[config.mk]
export PLATFORM = sky130hd
export DESIGN_NAME = mpu_program_sequencer_flat
export DESIGN_NICKNAME = d
export VERILOG_FILES = /design/src/rtl/mpu_program_sequencer_if.sv /design/src/rtl/mpu_program_sequencer.sv /design/src/flat_wrapper.sv
export SDC_FILE = /design/constraint.sdc
export NUM_CORES = 1
export LEC_CHECK = 0
export BUFFER_PORTS_ARGS = -buffer_cell sky130_fd_sc_hd__buf_2
export CAP_MARGIN = 20
export CORE_AREA = 2 2 92 94
export CTS_CLUSTER_DIAMETER = 60
export DETAILED_ROUTE_END_ITERATION = 8
export DIE_AREA = 0 0 94 96
export PLACE_DENSITY = 0.74
export SLEW_MARGIN = 30
export SYNTH_ARGS = -nofsm -noshare
export SYNTH_HDL_FRONTEND = slang
export SYNTH_SLANG_ARGS = --single-unit
[constraint.sdc]
create_clock -name clk -period 5.55 [get_ports clk]
set_input_delay 1.3875 -clock clk [delete_from_list [all_inputs] [get_ports clk]]
set_output_delay 1.3875 -clock clk [all_outputs]
set_load 0.01 [all_outputs]
[src/rtl/mpu_program_sequencer_if.sv]
// Instruction-beat stream in, MPU instruction-memory write port out.
// The sequencer sits on the slave side; the program source/MPU on the master side.
interface mpu_program_sequencer_if #(
    parameter int OPCODE_WIDTH = 25,
    parameter int AW           = 6
);
    logic                    in_valid;
    logic [OPCODE_WIDTH-1:0] in_data;
    logic                    in_last;
    logic                    in_ready;
    logic                    write_inst_en;
    logic [OPCODE_WIDTH-1:0] write_inst_data;
    logic [AW-1:0]           write_inst_addr;

    modport master (
        output in_valid,
        output in_data,
        output in_last,
        input  in_ready,
        input  write_inst_en,
        input  write_inst_data,
        input  write_inst_addr
    );

    modport slave (
        input  in_valid,
        input  in_data,
        input  in_last,
        output in_ready,
        output write_inst_en,
        output write_inst_data,
        output write_inst_addr
    );
endinterface

[src/rtl/mpu_program_sequencer.sv]
// Loads a program into MPU instruction memory, NOP-fills the tail,
// then releases the MPU for a fixed number of run cycles.
module mpu_program_sequencer #(
    parameter int OPCODE_WIDTH = 25,
    parameter int OPCODE_COUNT = 64,
    parameter int CNT_WIDTH    = 16,
    localparam int AW          = $clog2(OPCODE_COUNT)
) (
    input  logic                 clk,
    input  logic                 reset_n,
    input  logic                 load_start,
    input  logic [CNT_WIDTH-1:0] run_cycles,
    mpu_program_sequencer_if.slave bus,
    output logic                 mpu_reset,
    output logic                 busy,
    output logic                 done,
    output logic [AW:0]          load_count,
    output logic                 load_trunc
);

    typedef enum logic [2:0] {
        S_IDLE,
        S_LOAD,
        S_FILL,
        S_RUN,
        S_DONE
    } state_t;

    localparam logic [AW-1:0] LAST_ADDR = AW'(OPCODE_COUNT - 1);

    state_t                  state;
    logic [AW-1:0]           ptr;
    logic [CNT_WIDTH-1:0]    run_lat;
    logic [CNT_WIDTH-1:0]    cnt;
    logic                    wen;
    logic [OPCODE_WIDTH-1:0] wdata;
    logic [AW-1:0]           waddr;

    // All status outputs decode straight from the state register.
    assign bus.in_ready        = (state == S_LOAD);
    assign bus.write_inst_en   = wen;
    assign bus.write_inst_data = wdata;
    assign bus.write_inst_addr = waddr;
    assign mpu_reset           = (state == S_IDLE);
    assign busy                = (state == S_LOAD) ||
                                 (state == S_FILL) ||
                                 (state == S_RUN);
    assign done                = (state == S_DONE);

    always_ff @(posedge clk or negedge reset_n) begin
        if (!reset_n) begin
            state      <= S_IDLE;
            ptr        <= '0;
            run_lat    <= '0;
            cnt        <= '0;
            wen        <= 1'b0;
            wdata      <= '0;
            waddr      <= '0;
            load_count <= '0;
            load_trunc <= 1'b0;
        end else begin
            wen <= 1'b0;
            unique case (state)
                S_IDLE, S_DONE: begin
                    if (load_start) begin
                        state      <= S_LOAD;
                        run_lat    <= run_cycles;
                        load_count <= '0;
                        load_trunc <= 1'b0;
                        ptr        <= '0;
                    end
                end
                S_LOAD: begin
                    if (bus.in_valid) begin
                        wen        <= 1'b1;
                        wdata      <= bus.in_data;
                        waddr      <= ptr;
                        load_count <= load_count + (AW+1)'(1);
                        // Top address closes the load whether or not in_last came.
                        if (ptr == LAST_ADDR) begin
                            load_trunc <= !bus.in_last;
                            cnt        <= run_lat;
                            state      <= (run_lat == '0) ? S_DONE : S_RUN;
                        end else begin
                            ptr <= ptr + AW'(1);
                            if (bus.in_last) begin
                                state <= S_FILL;
                            end
                        end
                    end
                end
                S_FILL: begin
                    wen   <= 1'b1;
                    wdata <= '0;
                    waddr <= ptr;
                    if (ptr == LAST_ADDR) begin
                        cnt   <= run_lat;
                        state <= (run_lat == '0) ? S_DONE : S_RUN;
                    end else begin
                        ptr <= ptr + AW'(1);
                    end
                end
                S_RUN: begin
                    cnt <= cnt - CNT_WIDTH'(1);
                    if (cnt <= CNT_WIDTH'(1)) begin
                        state <= S_DONE;
                    end
                end
                default: state <= S_IDLE;
            endcase
        end
    end

endmodule

[src/flat_wrapper.sv]
// flat-port wrapper written by rule: the top's interface ports become plain ports
module mpu_program_sequencer_flat 
#(
    parameter int OPCODE_WIDTH = 25,
    parameter int OPCODE_COUNT = 64,
    parameter int CNT_WIDTH    = 16,
    localparam int AW          = $clog2(OPCODE_COUNT)
)
  (clk, reset_n, load_start, run_cycles, mpu_reset, busy, done, load_count, load_trunc, bus_in_valid, bus_in_data, bus_in_last, bus_in_ready, bus_write_inst_en, bus_write_inst_data, bus_write_inst_addr);
  mpu_program_sequencer_if #(.OPCODE_WIDTH(OPCODE_WIDTH), .AW((6))) bus_i ();
  input  logic clk;
  input  logic reset_n;
  input  logic load_start;
  input  logic [CNT_WIDTH-1:0] run_cycles;
  output logic mpu_reset;
  output logic busy;
  output logic done;
  output logic [AW:0] load_count;
  output logic load_trunc;
  input wire logic [$bits(bus_i.in_valid)-1:0] bus_in_valid;
  input wire logic [$bits(bus_i.in_data)-1:0] bus_in_data;
  input wire logic [$bits(bus_i.in_last)-1:0] bus_in_last;
  output wire logic [$bits(bus_i.in_ready)-1:0] bus_in_ready;
  output wire logic [$bits(bus_i.write_inst_en)-1:0] bus_write_inst_en;
  output wire logic [$bits(bus_i.write_inst_data)-1:0] bus_write_inst_data;
  output wire logic [$bits(bus_i.write_inst_addr)-1:0] bus_write_inst_addr;
  assign bus_i.in_valid = bus_in_valid;
  assign bus_i.in_data = bus_in_data;
  assign bus_i.in_last = bus_in_last;
  assign bus_in_ready = bus_i.in_ready;
  assign bus_write_inst_en = bus_i.write_inst_en;
  assign bus_write_inst_data = bus_i.write_inst_data;
  assign bus_write_inst_addr = bus_i.write_inst_addr;
  mpu_program_sequencer #(.OPCODE_WIDTH(OPCODE_WIDTH), .OPCODE_COUNT(OPCODE_COUNT), .CNT_WIDTH(CNT_WIDTH)) u_core (.clk(clk), .reset_n(reset_n), .load_start(load_start), .run_cycles(run_cycles), .bus(bus_i), .mpu_reset(mpu_reset), .busy(busy), .done(done), .load_count(load_count), .load_trunc(load_trunc));
endmodule
==> results of run 1 <==
-- cell families (layout without fill, tap and decap cells) --
family                     count (synthesis)  count (layout)
AOI/OAI and AO/OA                        119             119
xor gates and xnor gates                   5               5
adders and majority gates                  4               4
buffers and inverters                     29             116
DFF                                       81              81
muxes                                     22              22
and+or+nand+nor                          117             117
-- synth_stat cells, types with 3 or more instances --
cell       count  area, µm²
dfrtp_1       81       2030
clkbuf_1       6       22.5
inv_1          8       30.0
a22o_1        20        175
nor4_1         6       37.5
nor3_1         7       35.0
nand2_1       37        139
o21ai_0       26        130
buf_2         10       50.1
nor2_1        31        116
nand3_1        5       25.0
xor2_1         4       35.0
o21ai_1        5       25.0
o2bb2ai_1      5       43.8
buf_4          4       30.0
ha_1           4       50.1
mux2_2        21        236
a21oi_1       32        160
a31oi_1        4       25.0
nand2b_1       4       25.0
nand4_1        3       18.8
-- state kept, by name (all words and copies together), names as in the netlist --
name                        count
u_core.bus.write_inst_data     25
u_core.cnt                     16
u_core.run_lat                 16
u_core.load_count               7
u_core.bus.write_inst_addr      6
u_core.ptr                      6
u_core.state                    3
u_core.bus.write_inst_en        1
u_core.load_trunc               1
-- metal layers --
layer / vias to the layer above / part of all wire [%] / GRT usage, %
li1: 1539 / - / -
met1: 1554 / 46 / 29.4
met2: 111 / 46 / 31.4
met3: 10 / 5.9 / 4.86
met4: 0 / 1.6 / 7.49
met5: - / 0 / 0
-- power by group through the flow --
stage | registers (W) | clock network (W) | logic, W
after floorplan | 0.00106 | 0 | 0.000817
after global placement | 0.00111 | 0 | 0.00105
after detailed placement | 0.00111 | 0 | 0.00110
after CTS | 0.00110 | 0.000449 | 0.00109
after global routing | 0.00114 | 0.000475 | 0.00123
final | 0.00111 | 0.000443 | 0.00110
-- per-stage QoR --
step	area, µm²	worst slack (ns)	hold slack (ns)	util (%)
global placement	4420	2.41	0.480	54.9
CTS	4620	2.42	0.505	57.4
detailed placement	4420	2.33	0.480	54.9
global route	4640	2.32	0.525	57.6
finish	4640	2.41	0.503	57.6
floorplan	3940	3.11	0.479	-
-- layout by cell type (no fill, tap or decap), types with 2 or more instances in the layout --
cell type / synthesis / routed
buf_6: 1 / 2
ha_1: 4 / 4
dfrtp_1: 81 / 81
a211oi_1: 2 / 2
a31oi_1: 4 / 4
a22oi_1: 2 / 2
clkinv_4: 0 / 2
inv_1: 8 / 8
clkbuf_8: 0 / 9
nor2_1: 31 / 31
nor3_1: 7 / 7
a22o_1: 20 / 20
and3_1: 2 / 2
inv_6: 0 / 2
or3_1: 2 / 2
o21a_1: 2 / 2
nand2b_1: 4 / 4
nand4_1: 3 / 3
nor4_1: 6 / 6
nor2_4: 1 / 2
a21oi_1: 32 / 32
o32ai_1: 2 / 2
buf_2: 10 / 88
nand3_1: 5 / 5
o22a_1: 2 / 2
mux2_2: 21 / 21
o21ai_0: 26 / 26
xor2_1: 4 / 4
o2bb2ai_1: 5 / 5
and2_1: 2 / 2
nand2_1: 37 / 37
o211ai_1: 2 / 2
nor4_2: 2 / 2
o21ai_1: 5 / 5
buf_4: 4 / 2
a2bb2oi_1: 2 / 2
-- final cells by class --
| cell class | count | area [µm²] |
|---|---|---|
| clock buffers | 9 | 124 |
| clock inverters | 7 | 77.6 |
| fillers | 702 | 3410 |
| inverters | 8 | 30.0 |
| multi-input cells | 267 | 1770 |
| flip-flops and latches | 81 | 2030 |
| well taps | 105 | 131 |
| repair buffers | 92 | 478 |
-- critical path, delay by kind of cell (launching register included) --
| family | cells | cell delay (ns) |
|---|---|---|
| flip-flops | 1 | 0.73 |
| AND/OR/NAND/NOR | 2 | 0.40 |
| buffers and inverters | 2 | 0.26 |
-- final timing paths --
kind	startpoint	to	slack (ns)
setup reg to reg	u_core.state[0]	u_core.bus.write_inst_addr[2]	3.13
hold / removal	u_core.bus.write_inst_data[6]	u_core.bus.write_inst_data[6]	0.50
max in group asynchronous	reset_n	u_core.cnt[3]	4.01
min in group asynchronous	reset_n	u_core.bus.write_inst_data[14]	1.03
hold reg to reg	u_core.bus.write_inst_data[6]	u_core.bus.write_inst_data[6]	0.50
setup / recovery	u_core.state[0]	bus_in_ready	2.41
==> reports/qor.txt, run 1 <==
Outcome: complete, no violations
Cells along the critical path: nor2b_1 > nand2b_1 > inv_1 > buf_2
Syn Nets: 427
Clock slew seen by the registers of the worst setup and hold paths: 0.09 ns
Sequential share of power: 41.7%
Number of max-capacitance violations reported: 0
Number of placed instances with taps included: 552
Hold Buf Count CTS: 0
Slew at the pin closest to its max-slew limit: 0.718 ns
Half-perimeter wire length of the detailed placement result: 6100 µm
GRT Resource Usage Total: 20.7%
Number of buffers added by the clock tree synthesis step: 9
Post-route clock period utilization: 56.5%
CTS Root Buffer Type: clkbuf_8
Average footprint of a synthesized cell: 10.4 µm²
Classification of the worst-slack hold path: flip-flop to flip-flop
Relative slew slack: 52.2%
Number of post-CTS setup repair buffers: 0
Final Hold Violating Endpoints: 0
Data arrival time of the critical path: 1.75 ns
Bufs on Longest Clock Path: 2
Category of the critical setup timing path: flip-flop to primary output
Pins Over Slew Limit: 0
Flip-flop and latch count after synthesis: 81
Clock tree from TritonCTS: built
Sequential area share after synthesis: 51.5%
Clock Sinks: 81
Critical path peak fanout: 17
Endpoint class of the critical path: primary output
Clock latency at the later pin of the worst-skew pair: 0.37 ns
Filler-free cell count of the finished design: 569
F_max: 0.319 GHz
Slowest stage delay, CP: 0.73 ns
Worst ir drop on vdd: 0.248 mV
Via count of the first global-routing pass: 3005
Core box area: 8050 µm²
DRC marker count from the first detailed-route iteration: 175
Post-synthesis share of cell area spent on xor and xnor gates: 1.11%
Internal portion of total power: 0.00155 W
Share of layout cells above drive strength 1: 31.3%
Setup repair after global routing missed its margin: false
Setup violation total in the final timing report: 0
Post-cts repair resize count: 0
Detailed-route vias per instance: 5.65
Yosys Warn Count: 0
Global-route wire length before repair: 14500 µm
Aggregate global routing overflow: 0
Chip height: 96 µm
Combinational share of power: 41.6%
Final critical-path required period: 3.14 ns
Worst endpoint required time: 4.16 ns
Maximum level of the CTS H-tree: 3
Count of inserted antenna diode cells: 0
Largest net degree at the start of global routing: 82
Overall die area: 9020 µm²
Combined area of all synthesized cells: 3940 µm²
Post-synthesis async set-or-reset flop share: 100%
Simple-gate share of the synthesized area: 15.8%
Arithmetic-cell share of the synthesized area counting full adders, half adders and majority gates: 1.27%
Count of vias placed by the detailed router: 3214
Largest family of logic cells by synthesized area: compound AO/OA/AOI/OAI gates
Area fraction in compound gates after synthesis: 20.4%
Effective utilization at floorplan: 48.9%
Number of port buffers: 89
Area growth from synthesis to layout: 17.8%
Hold path depth: 1
Per-cell routed wire length: 15.5 µm
First-pass detailed-route iteration total: 4
Fraction of synthesized area in multiplexers: 6.29%
Number of cells produced by synthesis: 377
Antenna violations before repair: 0
Most common flop cell mapped by yosys: dfrtp_1
Die span in x: 94 µm
EDFF count, synth: 0
Sum of routed wire length over all layers: 8840 µm
Setup clock skew after layout: 0.00876 ns
Clock network fraction of total power: 16.7%
Switching power: 0.00111 W
Sum of internal, switching and leakage power: 0.00265 W
Critical Path Source Type: flip-flop
Count of nets after finishing: 509
Number of I/O pins: 90
Static Leak: 2.17 nW
Worst Reg2Reg Path Length in Cells: 5
Slowest cell on crit path: dfrtp_1
DR DRC count: 0
Final GP Congestion: 0.898
Antenna violation net count after detailed routing: 0
Distinct cell type count after synthesis: 64
PD cells: 572 nW/µm²
Switching Fraction: 41.7%
Total negative slack: 0 ns
Placement Rows: 33
(Power assumes the default switching activity.)
==> inputs of run 2 (changes only) <==
- CORE_AREA: 2 2 92 94 -> 2 2 93 95
- DIE_AREA: 0 0 94 96 -> 0 0 95 97
- PLACE_DENSITY: 0.74 -> 0.75
- clock period: 5.55 -> 2.7 ns (I/O delays scaled with it)
==> run 2 against run 1 <==
Routed wire length is 2.0% higher. Non-clock buffer count is 5 higher. Total power is 110% higher. Sequential share of layout area is 0.82 points lower. Sequential power is 100% higher. Combinational power is 110% higher. Clock-buffer cell count is 1 higher. Register-to-register slack worse by 2.7 ns. Cell count is 0.88% higher. Flip-flop and latch count stayed put. Final area is 1.9% higher. Critical endpoint unchanged.
==> reports/qor.txt, run 2 (synthesis results as in run 1) <==
Endpoint class of the critical path: primary output
Combined area of the multi-input logic cells: 1770 µm²
Clock tree from TritonCTS: built
Count of nets after finishing: 514
Worst endpoint required time: 2.03 ns
Setup repair after global routing missed its margin: false
Cells along the critical path: nor2b_1 > nand2b_1 > inv_1 > buf_2
Overall die area: 9220 µm²
Data arrival time of the critical path: 1.77 ns
Final critical-path required period: 2.44 ns
Per-cell routed wire length: 15.7 µm
Worst ir drop on vdd: 0.399 mV
F_max: 0.409 GHz
Most common cell after layout, fill and taps aside: buf_2
Critical path peak fanout: 17
Final Hold Violating Endpoints: 0
Placement Rows: 33
Clock Sinks: 81
Worst Reg2Reg Path Length in Cells: 6
Antenna violation net count after detailed routing: 0
Category of the critical setup timing path: flip-flop to primary output
PD cells: 1200 nW/µm²
Chip height: 97 µm
Sum of routed wire length over all layers: 9020 µm
Via count of the first global-routing pass: 3057
DR DRC count: 0
Number of buffers added by the clock tree synthesis step: 9
Largest net degree at the start of global routing: 44
Setup clock skew after layout: 0.0118 ns
Count of vias placed by the detailed router: 3267
Half-perimeter wire length of the detailed placement result: 6400 µm
Critical Path Source Type: flip-flop
Classification of the worst-slack hold path: input pin to async pin
CTS Root Buffer Type: clkbuf_8
Origin of the worst setup path: u_core.state[0]
Post-route clock period utilization: 90.5%
Hold Buf Count CTS: 0
Sequential cell area: 2030 µm²
Number of max-capacitance violations reported: 0
Aggregate global routing overflow: 0
Clock latency at the later pin of the worst-skew pair: 0.36 ns
Share of layout cells above drive strength 1: 32.0%
Clock slew seen by the registers of the worst setup and hold paths: 0.09 ns
Slowest cell on crit path: dfrtp_1
Bufs on Longest Clock Path: 2
Global-route wire length before repair: 15000 µm
Relative slew slack: 57.7%
Slew at the pin closest to its max-slew limit: 0.635 ns
Post-cts repair resize count: 0
Static Leak: 2.22 nW
Number of I/O pins: 90
Number of fillers in the final layout: 722
Number of port buffers: 89
Detailed-route vias per instance: 5.69
Final GP Congestion: 0.887
Slowest stage delay, CP: 0.71 ns
Core box area: 8130 µm²
Total negative slack: 0 ns
Effective utilization at floorplan: 48.4%
Antenna violations before repair: 0
Pins Over Slew Limit: 0
Commonest non-fill, non-tap cells in the layout: 88 x buf_2, 81 x dfrtp_1, 37 x nand2_1
Area growth from synthesis to layout: 20.1%
Maximum level of the CTS H-tree: 3
DRC marker count from the first detailed-route iteration: 203
Start of the worst register-to-register path: u_core.ptr[0]
Setup violation total in the final timing report: 0
Outcome: complete, no violations
Number of post-CTS setup repair buffers: 0
GRT Resource Usage Total: 20.5%
Die span in x: 95 µm
Placed Area: 4480 µm²
Count of inserted antenna diode cells: 0
Number of flip-flops under the largest register name: 25
Area of all placed cells without fillers: 4730 µm²
First-pass detailed-route iteration total: 5
## run 2: through the flow
step | power [W] | util [%] | worst slack, ns | hold WS, ns | cells
6_report | 0.00567 | 58.1 | 0.255 | 0.288 | 574
5_1_grt | 0.00606 | 58.1 | 0.0930 | 0.329 | 574
4_1_cts | 0.00569 | 58.1 | 0.243 | 0.303 | 574
3_5_place_dp | 0.00456 | 55.0 | 0.566 | 0.476 | 558
3_3_place_gp | 0.00448 | 55.0 | 0.658 | 0.473 | 558
2_1_floorplan | 0.00385 | - | 0.890 | 0.379 | 377
## run 2: area by class of cell
class / count / share of cell area (%)
Clock inverter: 6 / 2.43
Tap cell: 105 / 2.78
Timing Repair Buffer: 97 / 11.0
Sequential cell: 81 / 42.9
Multi-Input combinational cell: 267 / 37.4
Inverter: 8 / 0.635
Clock buffer: 10 / 2.91
## run 2: report_power, final
part	switching (W)	internal [W]
registers	0.000556	0.00172
logic	0.00126	0.00104
clock network	0.000451	0.000642
total	0.00226	0.00340
## run 2: worst paths after layout
check	end	slack, ns
worst max-delay path	bus_in_ready	0.26
worst min-delay path	u_core.bus.write_inst_data[3]	0.29
worst max register to register	u_core.cnt[15]	0.47
worst min register to register	u_core.bus.write_inst_data[1]	0.50
max in group asynchronous	u_core.cnt[6]	1.81
min in group clk	u_core.bus.write_inst_data[1]	0.50
## run 2: per-layer routing
| metal | up-vias | GRT usage, % | wire, µm |
|---|---|---|---|
| met5 | - | 0 | 0 |
| li1 | 1552 | - | - |
| met1 | 1619 | 28.8 | 4200 |
| met2 | 90 | 31.0 | 4350 |
| met3 | 6 | 4.67 | 405 |
| met4 | 0 | 7.36 | 66 |
## run 2: critical path, delay by kind of cell (launching register included)
family | cells | cell delay [ns]
buffers and inverters | 2 | 0.25
AND/OR/NAND/NOR | 2 | 0.46
flip-flops | 1 | 0.71
